File: config.mk
export PLATFORM = sky130hd
export DESIGN_NAME = gate_sweep_unit
export DESIGN_NICKNAME = d
export VERILOG_FILES = /design/src/rtl/gate_sweep_unit.sv
export SDC_FILE = /design/constraint.sdc
export NUM_CORES = 1
export LEC_CHECK = 0
export ABC_AREA = 1
export BUFFER_PORTS_ARGS = -buffer_cell sky130_fd_sc_hd__buf_2
export CAP_MARGIN = 15
export CORE_MARGIN = 8
export CORE_UTILIZATION = 37
export DETAILED_ROUTE_END_ITERATION = 8
export PLACE_DENSITY = 0.55
export SYNTH_ARGS = -nofsm -noshare
export SYNTH_HDL_FRONTEND = slang
export SYNTH_SLANG_ARGS = --single-unit
File: constraint.sdc
create_clock -name clk -period 2.6 [get_ports clk]
set_input_delay 0.78 -clock clk [delete_from_list [all_inputs] [get_ports clk]]
set_output_delay 0.78 -clock clk [all_outputs]
set_load 0.03 [all_outputs]
File: src/rtl/gate_sweep_unit.sv
// Registered WIDTH-bit bitwise gate unit with valid/ready on both sides.
// Single mode emits one gate result; sweep mode emits ops 0..6 for one operand pair.
module gate_sweep_unit #(
  parameter int WIDTH = 8,
  parameter int CNT_W = 16
) (
  input  logic             clk,
  input  logic             rst_n,
  input  logic             in_valid,
  output logic             in_ready,
  input  logic [WIDTH-1:0] in_a,
  input  logic [WIDTH-1:0] in_b,
  input  logic [2:0]       in_op,
  input  logic             in_mode,
  output logic             out_valid,
  input  logic             out_ready,
  output logic [WIDTH-1:0] out_data,
  output logic [2:0]       out_op,
  output logic             out_last,
  output logic             busy,
  output logic [CNT_W-1:0] res_count
);

  typedef enum logic {
    IDLE = 1'b0,
    RUN  = 1'b1
  } state_t;

  localparam logic [CNT_W-1:0] CNT_ONE = {{(CNT_W-1){1'b0}}, 1'b1};
  localparam logic [CNT_W-1:0] CNT_MAX = {CNT_W{1'b1}};
  localparam logic [2:0]       OP_LAST = 3'd6;

  state_t           state, state_next;
  logic [WIDTH-1:0] a_q, b_q;
  logic [2:0]       op_q;
  logic             mode_q;
  logic [CNT_W-1:0] cnt_q;

  logic accept;
  logic emit;
  logic sweep_more;

  assign accept     = in_valid && (state == IDLE);
  assign emit       = (state == RUN) && out_ready;
  assign sweep_more = mode_q && (op_q < OP_LAST);

  // NOTE: state registers use non-blocking assignments so every flop samples
  // pre-edge values; blocking here would create order-dependent simulation.
  always_ff @(posedge clk or negedge rst_n) begin
    if (!rst_n) begin
      state <= IDLE;
    end else begin
      state <= state_next;
    end
  end

  // NOTE: every output of this block gets a default first so no path leaves
  // a signal unassigned, which would otherwise infer a latch.
  always_comb begin
    state_next = state;
    in_ready   = 1'b0;
    out_valid  = 1'b0;
    out_last   = 1'b0;
    case (state)
      IDLE: begin
        in_ready = 1'b1;
        if (in_valid) state_next = RUN;
      end
      RUN: begin
        out_valid = 1'b1;
        out_last  = !sweep_more;
        if (out_ready && !sweep_more) state_next = IDLE;
      end
      default: state_next = IDLE;
    endcase
  end

  // Operand/op registers; a sweep always starts at op 0 regardless of in_op.
  always_ff @(posedge clk or negedge rst_n) begin
    if (!rst_n) begin
      a_q    <= '0;
      b_q    <= '0;
      op_q   <= '0;
      mode_q <= 1'b0;
    end else if (accept) begin
      a_q    <= in_a;
      b_q    <= in_b;
      op_q   <= in_mode ? 3'd0 : in_op;
      mode_q <= in_mode;
    end else if (emit && sweep_more) begin
      op_q <= op_q + 3'd1;
    end
  end

  always_ff @(posedge clk or negedge rst_n) begin
    if (!rst_n) begin
      cnt_q <= '0;
    end else if (emit && (cnt_q != CNT_MAX)) begin
      cnt_q <= cnt_q + CNT_ONE;
    end
  end

  // Result depends only on registered state, so it is stable during stalls.
  always_comb begin
    out_data = '0;
    case (op_q)
      3'd0:    out_data = a_q & b_q;
      3'd1:    out_data = ~(a_q & b_q);
      3'd2:    out_data = a_q | b_q;
      3'd3:    out_data = ~(a_q | b_q);
      3'd4:    out_data = a_q ^ b_q;
      3'd5:    out_data = ~(a_q ^ b_q);
      3'd6:    out_data = ~a_q;
      default: out_data = a_q;
    endcase
  end

  assign out_op    = op_q;
  assign busy      = (state == RUN);
  assign res_count = cnt_q;

endmodule
==> out/qor.txt, run 1 <==
final wirelength - 6867 um
cts bufs inserted - 5
TritonRoute pass-1 iters - 4
Die Y - 100.2 um
Nets - 470
Initial DRC Count - 81
Syn-to-layout area delta - 21.09%
part of the cycle the worst path needs - 0.9649
total power - 3946 uW
critical path class - register to output port
Worst Tran Pin Value - 616.9 ps
sw frac - 0.5200
multi-input logic area - 1456 um2
clock skew - 9.230 ps
CP Max Fanout - 8
I/O Buffers - 54
total die area - 10040 um2
dpl hpwl - 5072 um
RSZ-0062 raised after global routing - yes
Slew headroom - 0.5883
RD Place Congestion - 0.8499
first-pass GRT wire length - 11670 um
dpl ws - 279.5 ps
Worst setup EP type - output port
IO Pins - 55
global-route usage over all layers - 0.1421
Placement Rows - 30
CP startpoint kind - register
Most common cell on crit path - inv_1
Synth Net Count - 410
Avg WL per Cell - 13.18 um
switching power - 2052 uW
biggest cell delay along the critical path - 410 ps
core area - 6832 um2
CTS tree - built
Mean Syn Cell Area - 7.205 um2
largest net degree at the start of global routing - 38
Hold Crit Class - input pin to asynchronous set/reset pin
register area share after synthesis - 0.3531
met2 Track Usage GR - 0.2462
WP data arrival - 1730 ps
Worst path slowest cell - dfrtp_1
status - finished clean
Internal - 1894 uW
CTS H-Tree Depth - 2
synthesized flop and latch total - 37
final hold viol count - 0
Hold Slack - 529.6 ps
PD cells - 1243 nW/um2
Max VDD drop - 0.0004003 V
Avg Vias per Cell - 4.852
Final Util - 0.4648
Clock Latency Late Sink - 300 ps
Hold Buf Count CTS - 0
Crit Reg-Reg Startpoint - res_count[0]
CTS max path bufs - 2
Max Clk Rate - 398.6 MHz
Period minus WS final - 2509 ps
synth unique cells - 27
GRT Residual Overflow - 0
reg2reg end - res_count[10]
global route hottest layer - met2
cell count of the worst reg-to-reg path - 8
Comb pwr share - 0.643
FF/Latch Area - 925.9 um2
Final setup viols - 0
met1 Use GR - 0.1638
met3 GRT Util - 0.04014
reg-to-reg slack, setup - 830 ps
n_diodes - 0
Leakage - 0.001594 uW
filler instances - 729
Final ANT Viol Nets - 0
vias in the first global route - 2508
clock network fraction of design power - 0.106
mapped cell area - 2623 um2
initial antenna violation count - 0
Die X - 100.2 um
Root Driver - clkbuf_8
Syn Inst Count - 364
crit-path cells - inv_1 -> ha_2 -> nand2_2 -> o22ai_1 -> inv_1 -> nand4_1 -> buf_6
Worst-path clk slew - 80 ps
pins over their slew limit - 0
clock sinks - 37
CP required - 1820 ps
layout cells sized above 1 - 0.2565
DRC - 0
starting density of the core - 0.3839
sequential fraction of design power - 0.251
max_cap viols - 0
Via Count - 2528
yosys warns - 0
final worst setup slack - 91.25 ps
[worst max path at each step]
| stage | startpoint | end | slack (ps) | cells past startpoint |
|---|---|---|---|---|
| after CTS | out_op[0] | out_data[3] | 3 | 8 |
| after global routing | out_op[0] | out_data[2] | -20 | 7 |
| after detailed placement | out_op[0] | out_data[4] | 280 | 9 |
| after global placement | out_op[0] | out_data[5] | 300 | 8 |
| after floorplan | out_op[2] | out_data[0] | 50 | 9 |
| final | out_op[0] | out_data[4] | 90 | 7 |
[metrics by stage]
| step | cell area [um2] | setup TNS, ps | cells |
|---|---|---|---|
| finish | 3176 | 0 | 521 |
| CTS | 3110 | 0 | 520 |
| global placement | 2999 | 0 | 510 |
| global route | 3176 | -32.29 | 521 |
| detailed placement | 2999 | 0 | 510 |
| floorplan | 2624 | 0 | 364 |
[timing repair]
item,CTS,global route
pin swaps,0,5
resized for setup,6,27
endpoints found under the setup margin,8,8
buffers inserted,2,1
[cell families (layout without fill, tap and decap cells)]
family          Yosys count  count (layout)  share of synthesized area
simple gates            182             182                     0.3115
compound gates           52              52                     0.1159
xor+xnor                  4               4                    0.01336
buf+inv                  67             128                     0.1011
fa+ha+maj                22              22                     0.1050
flops                    37              37                     0.3531
[cells in the mapped netlist]
master,instances,area share
nand3_1,19,0.036
nand4_1,15,0.036
clkbuf_1,4,0.0057
nor2_4,2,0.0086
xnor2_1,3,0.010
o21ai_0,26,0.050
nand3b_1,1,0.0029
nor3_1,2,0.0038
nand2_2,8,0.019
nand2_4,1,0.0043
o21ai_1,2,0.0038
a22oi_1,2,0.0057
nor2_2,7,0.017
buf_4,1,0.0029
inv_2,3,0.0043
inv_1,56,0.080
nor2_1,24,0.034
dfrtp_1,37,0.35
o22ai_1,16,0.038
nand3_2,1,0.0038
xor2_1,1,0.0033
a21oi_1,1,0.0019
o21ai_2,5,0.017
buf_6,1,0.0043
ha_1,22,0.10
nand2_1,102,0.15
buf_2,2,0.0038
[placed cells by master, fill, tap and decap left out]
cell type   netlist  layout
clkinvlp_4        0       1
o21ai_2           5       5
nor2_2            7       7
xor2_1            1       1
buf_6             1       6
nand2_2           8      13
nand2_4           1       1
inv_2             3       5
a22oi_1           2       2
buf_2             2      47
xnor2_1           3       3
dfrtp_1          37      37
nand3b_1          1       1
nand4_1          15      15
inv_1            56      53
clkbuf_8          0       5
o21ai_1           2       2
clkbuf_4          0       1
o22ai_1          16      16
buf_4             1       7
nand3_2           1       1
nor3_1            2       2
ha_1             22      17
inv_4             0       1
nand3_1          19      19
clkinv_2          0       2
a21oi_1           1       1
nand2_1         102      97
o21ai_0          26      26
nor2_4            2       2
ha_2              0       5
nor2_1           24      24
[state kept, by name, indices dropped and copies added, names as in the netlist]
signal     count
a_q            8
b_q            8
busy           1
mode_q         1
out_op         3
res_count     16
[power by group through the flow]
stage / sequential (uW) / clock (uW) / combinational (uW)
finish: 991 / 417 / 2540
global placement: 997 / 0 / 2260
detailed placement: 1000 / 0 / 2300
floorplan: 1100 / 0 / 1550
global route: 1030 / 456 / 2780
CTS: 990 / 428 / 2350
[worst max-delay path, delay by kind of cell (launching register included)]
family	cells	cell delay [ps]
AND/OR/NAND/NOR	2	260
flip-flops	1	410
adder cells (fa/ha/maj)	1	220
AO/OA/AOI/OAI	1	210
buffers and inverters	3	330
[cell type report]
class	count	share of cell area
Inverter	59	0.07053
Sequential cell	37	0.2916
Tap cell	96	0.03782
Clock inverter	3	0.005516
Multi-Input combinational cell	260	0.4586
Clock buffer	5	0.02167
Timing Repair Buffer	61	0.1143
[metal layers]
metal | wire length, um | up-vias
li1 | - | 1285
met1 | 3016 | 1165
met2 | 3360 | 70
met3 | 412 | 8
met4 | 78 | 0
met5 | 0 | -
No activity file was read; power rests on OpenSTA's default activity.
==> run 2, diff against run 1 <==
- PLACE_DENSITY: 0.55 -> 0.64
- SETUP_SLACK_MARGIN: not set -> 0.5
- SKIP_LAST_GASP: not set -> 1
==> run 2 against run 1 <==
Against the previous run:
- setup slack lost 1.3 ps
- sequential share of layout area shrank 0.84 points
- core utilization grew 1.6 points
- non-clock buffer count shrank 1
- global-route usage is essentially flat
- power grew 6.2%
- largest cell class unchanged
==> out/qor.txt, run 2 (synthesis gave the netlist of run 1 again) <==
wl on met1 - 2898 um (was 3016 um)
Initial DRC Count - 109 (was 81)
part of the cycle the worst path needs - 0.9654 (was 0.9649)
Post-Route Setup TNS - 0 ps (unchanged)
WP data arrival - 1730 ps (about the same)
Die X - 100.2 um (unchanged)
CP Max Fanout - 6 (was 8)
filler instances - 710 (was 729)
reg2reg end - res_count[10] (unchanged)
dpl hpwl - 5080 um (was 5072 um)
Slew headroom - 0.6107 (was 0.5883)
clock skew - 10.86 ps (was 9.230 ps)
status - finished clean (unchanged)
CTS max path bufs - 2 (unchanged)
Worst-path clk slew - 80 ps (about the same)
I/O Buffers - 54 (unchanged)
Layout Cells excl Fill - 520 (was 521)
Max VDD drop - 0.0004566 V (was 0.0004003 V)
CP startpoint kind - register (unchanged)
first-pass GRT wire length - 11790 um (was 11670 um)
Root Driver - clkbuf_8 (unchanged)
Leakage - 0.001630 uW (was 0.001594 uW)
starting density of the core - 0.3839 (unchanged)
DP Cell Count - 508 (was 510)
max_cap viols - 0 (unchanged)
final hold viol count - 0 (unchanged)
cts bufs inserted - 5 (unchanged)
Final ANT Viol Nets - 0 (unchanged)
Syn-to-layout area delta - 25.19% (was 21.09%)
metal3 WL - 403 um (was 412 um)
largest net degree at the start of global routing - 36 (was 38)
Period minus WS final - 2510 ps (was 2509 ps)
cell count of the worst reg-to-reg path - 8 (unchanged)
CTS H-Tree Depth - 2 (unchanged)
total die area - 10040 um2 (unchanged)
Via Count - 2569 (was 2528)
Hold Crit Class - input pin to asynchronous set/reset pin (unchanged)
final wirelength - 6874 um (was 6867 um)
initial antenna violation count - 0 (unchanged)
vias in the first global route - 2591 (was 2508)
RD Place Congestion - 0.8295 (was 0.8499)
final worst setup slack - 89.96 ps (was 91.25 ps)
Crit Reg-Reg Startpoint - res_count[0] (unchanged)
reg-to-reg slack, setup - 870 ps (was 830 ps)
pins over their slew limit - 0 (unchanged)
n_diodes - 0 (unchanged)
most frequent cells in the layout - 95 x nand2_1, 52 x inv_1, 45 x buf_2 (was 97 x nand2_1, 53 x inv_1, 47 x buf_2)
critical path class - register to output port (unchanged)
DRC - 0 (unchanged)
Worst setup EP type - output port (unchanged)
Clock Latency Late Sink - 290 ps (was 300 ps)
layout cells sized above 1 - 0.2712 (was 0.2565)
CTS tree - built (unchanged)
Placement Rows - 30 (unchanged)
core area - 6832 um2 (unchanged)
Avg WL per Cell - 13.22 um (was 13.18 um)
max reg flops - 16 (unchanged)
IO Pins - 55 (unchanged)
Max Clk Rate - 398.4 MHz (was 398.6 MHz)
Die Y - 100.2 um (unchanged)
PD cells - 1276 nW/um2 (was 1243 nW/um2)
RSZ-0062 raised after global routing - yes (unchanged)
Final setup viols - 0 (unchanged)
clock sinks - 37 (unchanged)
TritonRoute pass-1 iters - 4 (unchanged)
most common cell after layout, fill and taps aside - nand2_1 (unchanged)
Worst Tran Pin Value - 583.4 ps (was 616.9 ps)
GRT Residual Overflow - 0 (unchanged)
Avg Vias per Cell - 4.940 (was 4.852)
Nets - 469 (was 470)
highest metal used - met4 (unchanged)
CP required - 1820 ps (about the same)
global-route usage over all layers - 0.1426 (was 0.1421)
Hold Slack - 419.2 ps (was 529.6 ps)
DR WL met2 - 3461 um (was 3360 um)
dpl ws - 297.2 ps (was 279.5 ps)
[run 2: cell types whose count changed in the layout (fill, tap and decap cells not counted), sizes merged]
cell      before  now
clkinv         2    3
clkinvlp       1    0
inv           59   58
[run 2: through the flow]
step | util | power (uW) | cell area, um2
floorplan | - | 2735 | 2683
global placement | 0.4418 | 3298 | 3018
detailed placement | 0.4418 | 3335 | 3018
CTS | 0.4711 | 4099 | 3218
global route | 0.4806 | 4539 | 3283
finish | 0.4806 | 4190 | 3283
[run 2: layout make-up]
cell class | instances | area, um2 | area share
repair buffers | 60 | 371.6 | 0.1132
well taps | 96 | 120.1 | 0.03659
clock inverters | 2 | 10.01 | 0.003049
inverters | 59 | 234.0 | 0.07127
multi-input cells | 260 | 1545 | 0.4707
flip-flops and latches | 37 | 929.6 | 0.2832
clock buffers | 6 | 72.57 | 0.02210
[run 2: report_power, final]
| part | switching (uW) | leakage, uW | internal, uW | total (uW) |
|---|---|---|---|---|
| clock | 219 | 0.0000450 | 186 | 405 |
| combinational | 1690 | 0.00112 | 1060 | 2750 |
| sequential | 251 | 0.000463 | 785 | 1040 |
[run 2: repair_timing]
item                                    CTS  global route
hold endpoints to repair                  0             0
buffers inserted                          2             2
pin swaps                                 6            12
endpoints found under the setup margin    9             9
hold buffers                              0             0
resized for setup                        34            11
[run 2: worst max path at each step]
stage	slack [ps]	end	startpoint
finish	90	out_data[1]	out_op[0]
global route	5	out_data[3]	out_op[1]
CTS	110	out_data[4]	out_op[0]
detailed placement	300	out_data[4]	out_op[0]
global placement	330	out_data[4]	out_op[0]
floorplan	310	out_data[0]	out_op[2]
[run 2: critical path, stage by stage, from the launching register on]
cell,delay [ps]
dfrtp_2,470
ha_4,190
ha_4,180
buf_6,130
nand2_1,40
o21ai_1,60
nor2_1,100
nand4_1,110
buf_6,160
[run 2: routing by layer]
layer / track usage / vias to the layer above
met5: 0 / -
li1: - / 1288
met4: 0.04302 / 0
met1: 0.1660 / 1206
met2: 0.2462 / 65
met3: 0.04083 / 10
